`config.mk`:
```
export PLATFORM = sky130hd
export DESIGN_NAME = network_source_sched_flat
export DESIGN_NICKNAME = d
export VERILOG_FILES = /design/src/rtl/network_source_sched_pkg.sv /design/src/rtl/network_source_sched_if.sv /design/src/rtl/prdc_channel.sv /design/src/rtl/network_source_sched.sv /design/src/flat_wrapper.sv
export SDC_FILE = /design/constraint.sdc
export NUM_CORES = 1
export LEC_CHECK = 0
export ABC_AREA = 1
export ABC_CLOCK_PERIOD_IN_PS = 8400
export CORE_UTILIZATION = 40
export CTS_BUF_LIST = sky130_fd_sc_hd__clkbuf_2
export DETAILED_ROUTE_END_ITERATION = 6
export GPL_ROUTABILITY_DRIVEN = 0
export PLACE_DENSITY_LB_ADDON = 0.1
export SYNTH_ARGS = -nofsm -noshare
export SYNTH_HDL_FRONTEND = slang
export SYNTH_SLANG_ARGS = --single-unit
```
`constraint.sdc`:
```
create_clock -name clk -period 8.4 [get_ports clk]
set_clock_uncertainty 0.2 [all_clocks]
set_input_delay 2.1 -clock clk [delete_from_list [all_inputs] [get_ports clk]]
set_output_delay 2.1 -clock clk [all_outputs]
set_load 0.02 [all_outputs]
```
`src/rtl/network_source_sched_pkg.sv`:
```
// rtl/network_source_sched_pkg.sv - opcodes, field widths and command-width derivation for the source scheduler
package source_sched_config;

    localparam int OPC_WIDTH = 3;

    typedef enum logic [OPC_WIDTH-1:0] {
        OPC_NOP       = 3'd0,
        OPC_RUN       = 3'd1,
        OPC_SPK       = 3'd2,
        OPC_CLR       = 3'd3,
        OPC_SPK_PRDC  = 3'd4,
        OPC_PRDC_STOP = 3'd5
    } opcode_t;

    localparam int DEF_NUM_INP      = 4;
    localparam int DEF_CHARGE_WIDTH = 8;
    localparam int DEF_RUN_WIDTH    = 16;
    localparam int DEF_MAX_PERIOD   = 255;
    localparam int DEF_CNT_W        = 8;

    function automatic int idx_w(input int num_inp);
        return (num_inp > 1) ? $clog2(num_inp) : 1;
    endfunction

    function automatic int prd_w(input int max_period);
        return $clog2(max_period + 1);
    endfunction

    // Widest command is either RUN or SPK_PRDC depending on parameters.
    function automatic int src_width(input int num_inp, input int charge_w, input int run_w,
                                     input int max_period, input int cnt_w);
        int run_len;
        int prdc_len;
        run_len  = OPC_WIDTH + run_w;
        prdc_len = OPC_WIDTH + idx_w(num_inp) + charge_w + prd_w(max_period) + cnt_w;
        return (run_len > prdc_len) ? run_len : prdc_len;
    endfunction

    localparam int DEF_SRC_WIDTH = src_width(DEF_NUM_INP, DEF_CHARGE_WIDTH, DEF_RUN_WIDTH,
                                             DEF_MAX_PERIOD, DEF_CNT_W);

endpackage

```
`src/rtl/network_source_sched_if.sv`:
```
// rtl/network_source_sched_if.sv - command and network-step handshake bundle
interface network_source_sched_if
    import source_sched_config::*;
#(
    parameter int NUM_INP      = DEF_NUM_INP,
    parameter int CHARGE_WIDTH = DEF_CHARGE_WIDTH,
    parameter int SRC_WIDTH    = DEF_SRC_WIDTH
) ();

    logic                                   src_valid;
    logic                                   src_ready;
    logic [SRC_WIDTH-1:0]                   src;
    logic                                   net_valid;
    logic                                   net_ready;
    logic                                   net_arstn;
    logic [NUM_INP-1:0][CHARGE_WIDTH-1:0]   net_inp;
    logic [NUM_INP-1:0]                     prdc_active;

    modport master (
        output src_valid, src, net_ready,
        input  src_ready, net_valid, net_arstn, net_inp, prdc_active
    );

    modport slave (
        input  src_valid, src, net_ready,
        output src_ready, net_valid, net_arstn, net_inp, prdc_active
    );

endinterface

```
`src/rtl/prdc_channel.sv`:
```
// rtl/prdc_channel.sv - one periodic stimulus channel: phase counter, repeat budget and due flag
module prdc_channel #(
    parameter int PRD_W = 8,
    parameter int CNT_W = 8
) (
    input  logic             clk,
    input  logic             arstn,
    input  logic             clr,
    input  logic             load,
    input  logic             stop,
    input  logic             step,
    input  logic [PRD_W-1:0] period,
    input  logic [CNT_W-1:0] count,
    output logic             enabled,
    output logic             due
);

    logic [PRD_W-1:0] period_r;
    logic [PRD_W-1:0] phase;
    logic [CNT_W-1:0] remaining;
    logic             unlimited;

    assign due = enabled && (phase == '0);

    // A command on this channel takes precedence over a coincident step.
    always_ff @(posedge clk or negedge arstn) begin
        if (!arstn) begin
            enabled   <= 1'b0;
            period_r  <= '0;
            phase     <= '0;
            remaining <= '0;
            unlimited <= 1'b0;
        end else if (clr) begin
            enabled <= 1'b0;
            phase   <= '0;
        end else if (load) begin
            enabled   <= (period != '0);
            period_r  <= period;
            phase     <= '0;
            remaining <= count;
            unlimited <= (count == '0);
        end else if (stop) begin
            enabled <= 1'b0;
        end else if (step && enabled) begin
            phase <= (phase == period_r - PRD_W'(1)) ? '0 : phase + PRD_W'(1);
            if (due && !unlimited) begin
                remaining <= remaining - CNT_W'(1);
                if (remaining == CNT_W'(1)) begin
                    enabled <= 1'b0;
                end
            end
        end
    end

endmodule

```
`src/rtl/network_source_sched.sv`:
```
// rtl/network_source_sched.sv - decodes source commands into per-step network input charges
module network_source_sched
    import source_sched_config::*;
#(
    parameter int NUM_INP      = DEF_NUM_INP,
    parameter int CHARGE_WIDTH = DEF_CHARGE_WIDTH,
    parameter int RUN_WIDTH    = DEF_RUN_WIDTH,
    parameter int MAX_PERIOD   = DEF_MAX_PERIOD,
    parameter int CNT_W        = DEF_CNT_W,
    parameter int SRC_WIDTH    = src_width(NUM_INP, CHARGE_WIDTH, RUN_WIDTH, MAX_PERIOD, CNT_W)
) (
    input  logic                   clk,
    input  logic                   arstn,
    network_source_sched_if.slave  bus
);

    localparam int IDX_W = idx_w(NUM_INP);
    localparam int PRD_W = prd_w(MAX_PERIOD);
    localparam int F_TOP = SRC_WIDTH - OPC_WIDTH;

    localparam logic signed [CHARGE_WIDTH-1:0] CH_MAX = {1'b0, {(CHARGE_WIDTH-1){1'b1}}};
    localparam logic signed [CHARGE_WIDTH-1:0] CH_MIN = {1'b1, {(CHARGE_WIDTH-1){1'b0}}};

    function automatic logic signed [CHARGE_WIDTH-1:0] sat_add(
        input logic signed [CHARGE_WIDTH-1:0] a,
        input logic signed [CHARGE_WIDTH-1:0] b
    );
        logic signed [CHARGE_WIDTH:0] s;
        s = {a[CHARGE_WIDTH-1], a} + {b[CHARGE_WIDTH-1], b};
        if (s[CHARGE_WIDTH] != s[CHARGE_WIDTH-1]) begin
            return s[CHARGE_WIDTH] ? CH_MIN : CH_MAX;
        end
        return s[CHARGE_WIDTH-1:0];
    endfunction

    // Fields are packed MSB-first directly below the opcode.
    logic [OPC_WIDTH-1:0]           opc_raw;
    logic [RUN_WIDTH-1:0]           f_n;
    logic [IDX_W-1:0]               f_idx;
    logic signed [CHARGE_WIDTH-1:0] f_val;
    logic [PRD_W-1:0]               f_period;
    logic [CNT_W-1:0]               f_count;

    assign opc_raw  = bus.src[SRC_WIDTH-1 -: OPC_WIDTH];
    assign f_n      = bus.src[F_TOP-1 -: RUN_WIDTH];
    assign f_idx    = bus.src[F_TOP-1 -: IDX_W];
    assign f_val    = bus.src[F_TOP-IDX_W-1 -: CHARGE_WIDTH];
    assign f_period = bus.src[F_TOP-IDX_W-CHARGE_WIDTH-1 -: PRD_W];
    assign f_count  = bus.src[F_TOP-IDX_W-CHARGE_WIDTH-PRD_W-1 -: CNT_W];

    logic [RUN_WIDTH-1:0] run_ctr;
    logic                 src_ready;
    logic                 net_valid;
    logic                 step;
    logic                 cmd_acc;
    logic                 idx_ok;
    opcode_t              opc;

    assign src_ready     = (run_ctr <= RUN_WIDTH'(1));
    assign net_valid     = (run_ctr != '0);
    assign step          = net_valid && bus.net_ready;
    assign cmd_acc       = bus.src_valid && src_ready;
    assign idx_ok        = (32'(f_idx) < NUM_INP);
    assign bus.src_ready = src_ready;
    assign bus.net_valid = net_valid;

    always_comb begin
        opc = OPC_NOP;
        if (cmd_acc) begin
            case (opc_raw)
                OPC_RUN, OPC_SPK, OPC_CLR, OPC_SPK_PRDC, OPC_PRDC_STOP: opc = opcode_t'(opc_raw);
                default: opc = OPC_NOP;
            endcase
        end
    end

    // A RUN load overrides a coincident step decrement.
    always_ff @(posedge clk or negedge arstn) begin
        if (!arstn) begin
            run_ctr <= '0;
        end else if (opc == OPC_CLR) begin
            run_ctr <= '0;
        end else if (opc == OPC_RUN) begin
            run_ctr <= (f_n == '0) ? RUN_WIDTH'(1) : f_n;
        end else if (step) begin
            run_ctr <= run_ctr - RUN_WIDTH'(1);
        end
    end

    always_ff @(posedge clk or negedge arstn) begin
        if (!arstn) begin
            bus.net_arstn <= 1'b0;
        end else begin
            bus.net_arstn <= (opc != OPC_CLR);
        end
    end

    for (genvar i = 0; i < NUM_INP; i++) begin : g_inp
        logic signed [CHARGE_WIDTH-1:0] acc_r;
        logic signed [CHARGE_WIDTH-1:0] pval_r;
        logic                           hit;
        logic                           spk_hit;
        logic                           prdc_hit;
        logic                           stop_hit;
        logic                           due;

        assign hit      = idx_ok && (f_idx == IDX_W'(i));
        assign spk_hit  = hit && (opc == OPC_SPK);
        assign prdc_hit = hit && (opc == OPC_SPK_PRDC);
        assign stop_hit = hit && (opc == OPC_PRDC_STOP);

        always_ff @(posedge clk or negedge arstn) begin
            if (!arstn) begin
                acc_r <= '0;
            end else if (opc == OPC_CLR) begin
                acc_r <= '0;
            end else if (spk_hit) begin
                acc_r <= sat_add(step ? '0 : acc_r, f_val);
            end else if (step) begin
                acc_r <= '0;
            end
        end

        always_ff @(posedge clk or negedge arstn) begin
            if (!arstn) begin
                pval_r <= '0;
            end else if (opc == OPC_CLR || stop_hit) begin
                pval_r <= '0;
            end else if (prdc_hit && f_period != '0) begin
                pval_r <= f_val;
            end
        end

        prdc_channel #(
            .PRD_W (PRD_W),
            .CNT_W (CNT_W)
        ) u_prdc_channel (
            .clk     (clk),
            .arstn   (arstn),
            .clr     (opc == OPC_CLR),
            .load    (prdc_hit),
            .stop    (stop_hit),
            .step    (step),
            .period  (f_period),
            .count   (f_count),
            .enabled (bus.prdc_active[i]),
            .due     (due)
        );

        // A reprogram or stop on this channel suppresses the pulse it would have produced now.
        assign bus.net_inp[i] = sat_add(acc_r, (due && !prdc_hit && !stop_hit) ? pval_r : '0);
    end

endmodule

```
`src/flat_wrapper.sv`:
```
// flat-port wrapper written by rule: the top's interface ports become plain ports
module network_source_sched_flat import source_sched_config::*;
#(
    parameter int NUM_INP      = DEF_NUM_INP,
    parameter int CHARGE_WIDTH = DEF_CHARGE_WIDTH,
    parameter int RUN_WIDTH    = DEF_RUN_WIDTH,
    parameter int MAX_PERIOD   = DEF_MAX_PERIOD,
    parameter int CNT_W        = DEF_CNT_W,
    parameter int SRC_WIDTH    = src_width(NUM_INP, CHARGE_WIDTH, RUN_WIDTH, MAX_PERIOD, CNT_W)
)
  (clk, arstn, bus_src_valid, bus_src, bus_net_ready, bus_src_ready, bus_net_valid, bus_net_arstn, bus_net_inp, bus_prdc_active);
  network_source_sched_if #(.NUM_INP(NUM_INP), .CHARGE_WIDTH(CHARGE_WIDTH), .SRC_WIDTH(SRC_WIDTH)) bus_i ();
  input  logic clk;
  input  logic arstn;
  input wire logic [$bits(bus_i.src_valid)-1:0] bus_src_valid;
  input wire logic [$bits(bus_i.src)-1:0] bus_src;
  input wire logic [$bits(bus_i.net_ready)-1:0] bus_net_ready;
  output wire logic [$bits(bus_i.src_ready)-1:0] bus_src_ready;
  output wire logic [$bits(bus_i.net_valid)-1:0] bus_net_valid;
  output wire logic [$bits(bus_i.net_arstn)-1:0] bus_net_arstn;
  output wire logic [$bits(bus_i.net_inp)-1:0] bus_net_inp;
  output wire logic [$bits(bus_i.prdc_active)-1:0] bus_prdc_active;
  assign bus_i.src_valid = bus_src_valid;
  assign bus_i.src = bus_src;
  assign bus_i.net_ready = bus_net_ready;
  assign bus_src_ready = bus_i.src_ready;
  assign bus_net_valid = bus_i.net_valid;
  assign bus_net_arstn = bus_i.net_arstn;
  assign bus_net_inp = bus_i.net_inp;
  assign bus_prdc_active = bus_i.prdc_active;
  network_source_sched #(.NUM_INP(NUM_INP), .CHARGE_WIDTH(CHARGE_WIDTH), .RUN_WIDTH(RUN_WIDTH), .MAX_PERIOD(MAX_PERIOD), .CNT_W(CNT_W), .SRC_WIDTH(SRC_WIDTH)) u_core (.clk(clk), .arstn(arstn), .bus(bus_i));
endmodule
```
==> reports/metrics.cfg <==
[outcome]
outcome=finished clean

[grt]
grt_pass1_wl_mm=71.0
antenna_found_initial=1
grt_overflow=0
first_global_vias=13500
grt_max_degree=66
grt_use_total_pct=23.3

[setup_path]
critPathCaptureType=output pin
crit_top_cell=nand2_1
start_kind=input port
r2r-start=u_core.run_ctr[0]
r2r_cells=19
required_ns=6.10
worst_path_max_delay_cell=clkdlybuf4s50_1
critPathArrivalTime_ns=5.76
r2r_slack_ns=4.32
cp_cell_sequence=clkdlybuf4s50_1 > inv_1 > nor2_1 > inv_1 > nor2_4 > nand2_1 > nand3_2 > nor2_1 > ha_1 > inv_1 > fa_1 > o21ai_1 > a21oi_1 > or2_2 > nand2_1 > nand2_1 > nand2_1 > clkdlybuf4s50_1
r2r_end=u_core.g_inp[0].acc_r[5]
worst_path_largest_cell_delay_ns=0.60
critPathMaxFanout=8
critPathKind=input port to output pin

[pwr]
peakVddDrop_mv=0.0847
cellPowerDensity_nw_per_um2=175
power_mw=2.89
cellLeakagePower_nw=9.11

[route]
drt_iter0_drc=877
wire_per_inst_um=15.6
via_per_inst=5.09
drc=0
dr.pass1.iters=6
vias=14100
wl_mm=43.3
ant_nets=0

[cts]
clockRootBuffer=clkbuf_2
cts.htree.levels=4
cts_tree=built
cts_sinks=185
clk_pin_slew_ns=0.30
numCtsBuffers=17
clk_latency_ns=0.86
holdBufCountCts=0
postCtsSetupRepairBufs=0
clock_path_buffers=2

[min_path]
holdPathStages=2
min_from=u_core.g_inp[0].u_prdc_channel.remaining[1]
worstHoldEndpoint=u_core.g_inp[0].u_prdc_channel.remaining[1]
hold_path_class=register to register

[timing]
max-slew-margin-rel_pct=27.0
whs_ns=0.325
finalSetupViolations=0
fin_ws_ns=0.336
post-route-period-util_pct=96.0
fmax_mhz=124
final_max_slew_viol_count=0
rsz0062_at_grt=false
finalHoldViolCount=0
tns_ns=0
worstMarginPinSlew_ns=1.09
period_needed_ns=8.06

[place]
port_buffers=71
dp_hpwl_mm=32.1
place_ws_ns=-0.0682
dp_cells=2738
dpl_cell_area_um2=16100

[floorplanning]
dieArea_um2=38200
ios=72
die-width_um=196
rows=70
initial_core_util_pct=40.8
core_um2=36700
fp.dieH_um=196

[logic_synthesis]
synth_cells=2235
ys_seq_elements=185
synth_nets=2363
synth.cell_area_um2=15000
synth_seq_area_share_pct=30.9
ys_warn_count=0
syn_avg_cell_area_um2=6.71
yosys.cell_types.count=40

[finish]
syn2layout_area_growth_pct=10.0
fin_area_um2=16500
fillers=3848
post-route-util_pct=44.9
fin_nets=2417
instances_no_fill=2771
mostFrequentLayoutCells=nand2_1 (590), inv_1 (287), nor2_1 (283), dfrtp_1 (185), o21ai_0 (169)
final_common_cell=nand2_1
layout-drive-gt1-share_pct=4.56

[job]
max_cap_violations=0

critical path: cells and delay by family:
| family | cells | cell delay (ns) |
|---|---|---|
| adder cells (fa/ha/maj) | 2 | 0.60 |
| AND/OR/NAND/NOR | 9 | 1.35 |
| AO/OA/AOI/OAI | 2 | 0.34 |
| buffers and inverters | 5 | 1.36 |
where the power goes:
group	switching (mW)	internal (mW)	leakage, nW
combinational	0.715	0.456	6.56
sequential	0.164	1.05	2.40
clock	0.333	0.164	0.150
total	1.21	1.67	9.11
logic make-up (layout without fill, tap and decap cells):
logic type               Yosys count  in the layout  synth area share [%]
AND/OR/NAND/NOR                 1168           1168                  33.4
buffers and inverters            351            418                  9.29
AO/OA/AOI/OAI                    312            312                  10.8
flip-flops                       185            185                  30.9
XOR/XNOR                         124            124                  7.25
adder cells (fa/ha/maj)           95             95                  8.33
other                              0              1                     0
state kept, by name (all words and copies together) (netlist names):
name                                   cells
u_core.g_inp.u_prdc_channel.unlimited      4
u_core.g_inp.u_prdc_channel.enabled        4
u_core.g_inp.u_prdc_channel.period_r      32
u_core.g_inp.pval_r                       32
u_core.run_ctr                            16
u_core.g_inp.u_prdc_channel.remaining     32
u_core.bus.net_arstn                       1
u_core.g_inp.acc_r                        32
u_core.g_inp.u_prdc_channel.phase         32
what timing repair did:
action | CTS | global route
gates resized for setup | 1 | 33
cloned | 0 | 0
setup endpoints to repair | 7 | 28
layout make-up:
| cell class | instances | area, um^2 | area share, % |
|---|---|---|---|
| multi-input cells | 1699 | 9000 | 54.6 |
| flip-flops and latches | 185 | 4630 | 28.1 |
| inverters | 296 | 1110 | 6.74 |
| repair buffers | 90 | 920 | 5.58 |
| well taps | 468 | 586 | 3.55 |
| clock inverters | 14 | 155 | 0.941 |
| clock buffers | 18 | 90.1 | 0.546 |
| diodes | 1 | 2.50 | 0.0152 |
per-layer routing:
metal / vias to the layer above / wire, um / track usage (%)
li1: 7232 / - / -
met1: 6529 / 21400 / 32.7
met2: 270 / 19100 / 37.3
met3: 63 / 1540 / 2.33
met4: 0 / 1220 / 8.19
met5: - / 0 / 0
how the worst max path moves through the flow:
stage | start | end | slack [ns]
finish | bus_src[28] | bus_net_inp[16] | 0.34
global route | bus_src[28] | bus_net_inp[0] | 0.02
CTS | bus_src[27] | bus_net_inp[20] | 0.001
detailed placement | bus_src[27] | bus_net_inp[6] | -0.07
global placement | bus_src[27] | bus_net_inp[2] | 0.1
floorplan | bus_src_valid | bus_net_inp[10] | 1.20
cell usage after synthesis (all sizes together):
cell,number,area [um^2]
nor4,8,50.1
nor2,292,1160
fa,8,160
a21o,4,30.0
nand4,37,246
inv,296,1110
nor3b,4,30.0
ha,87,1090
and3,1,6.26
nor3,23,115
a21boi,4,30.0
o21a,4,30.0
xnor2,49,429
o21bai,1,7.51
buf,26,173
nand2,599,2270
o211ai,8,60.1
a21oi,96,484
and2,4,25.0
dfrtp,185,4630
nand3b,14,105
xor2,75,657
nand3,172,913
o21ai,195,980
clkbuf,29,109
or2,14,87.6
Note: power is estimated with default switching activity, not from simulation.
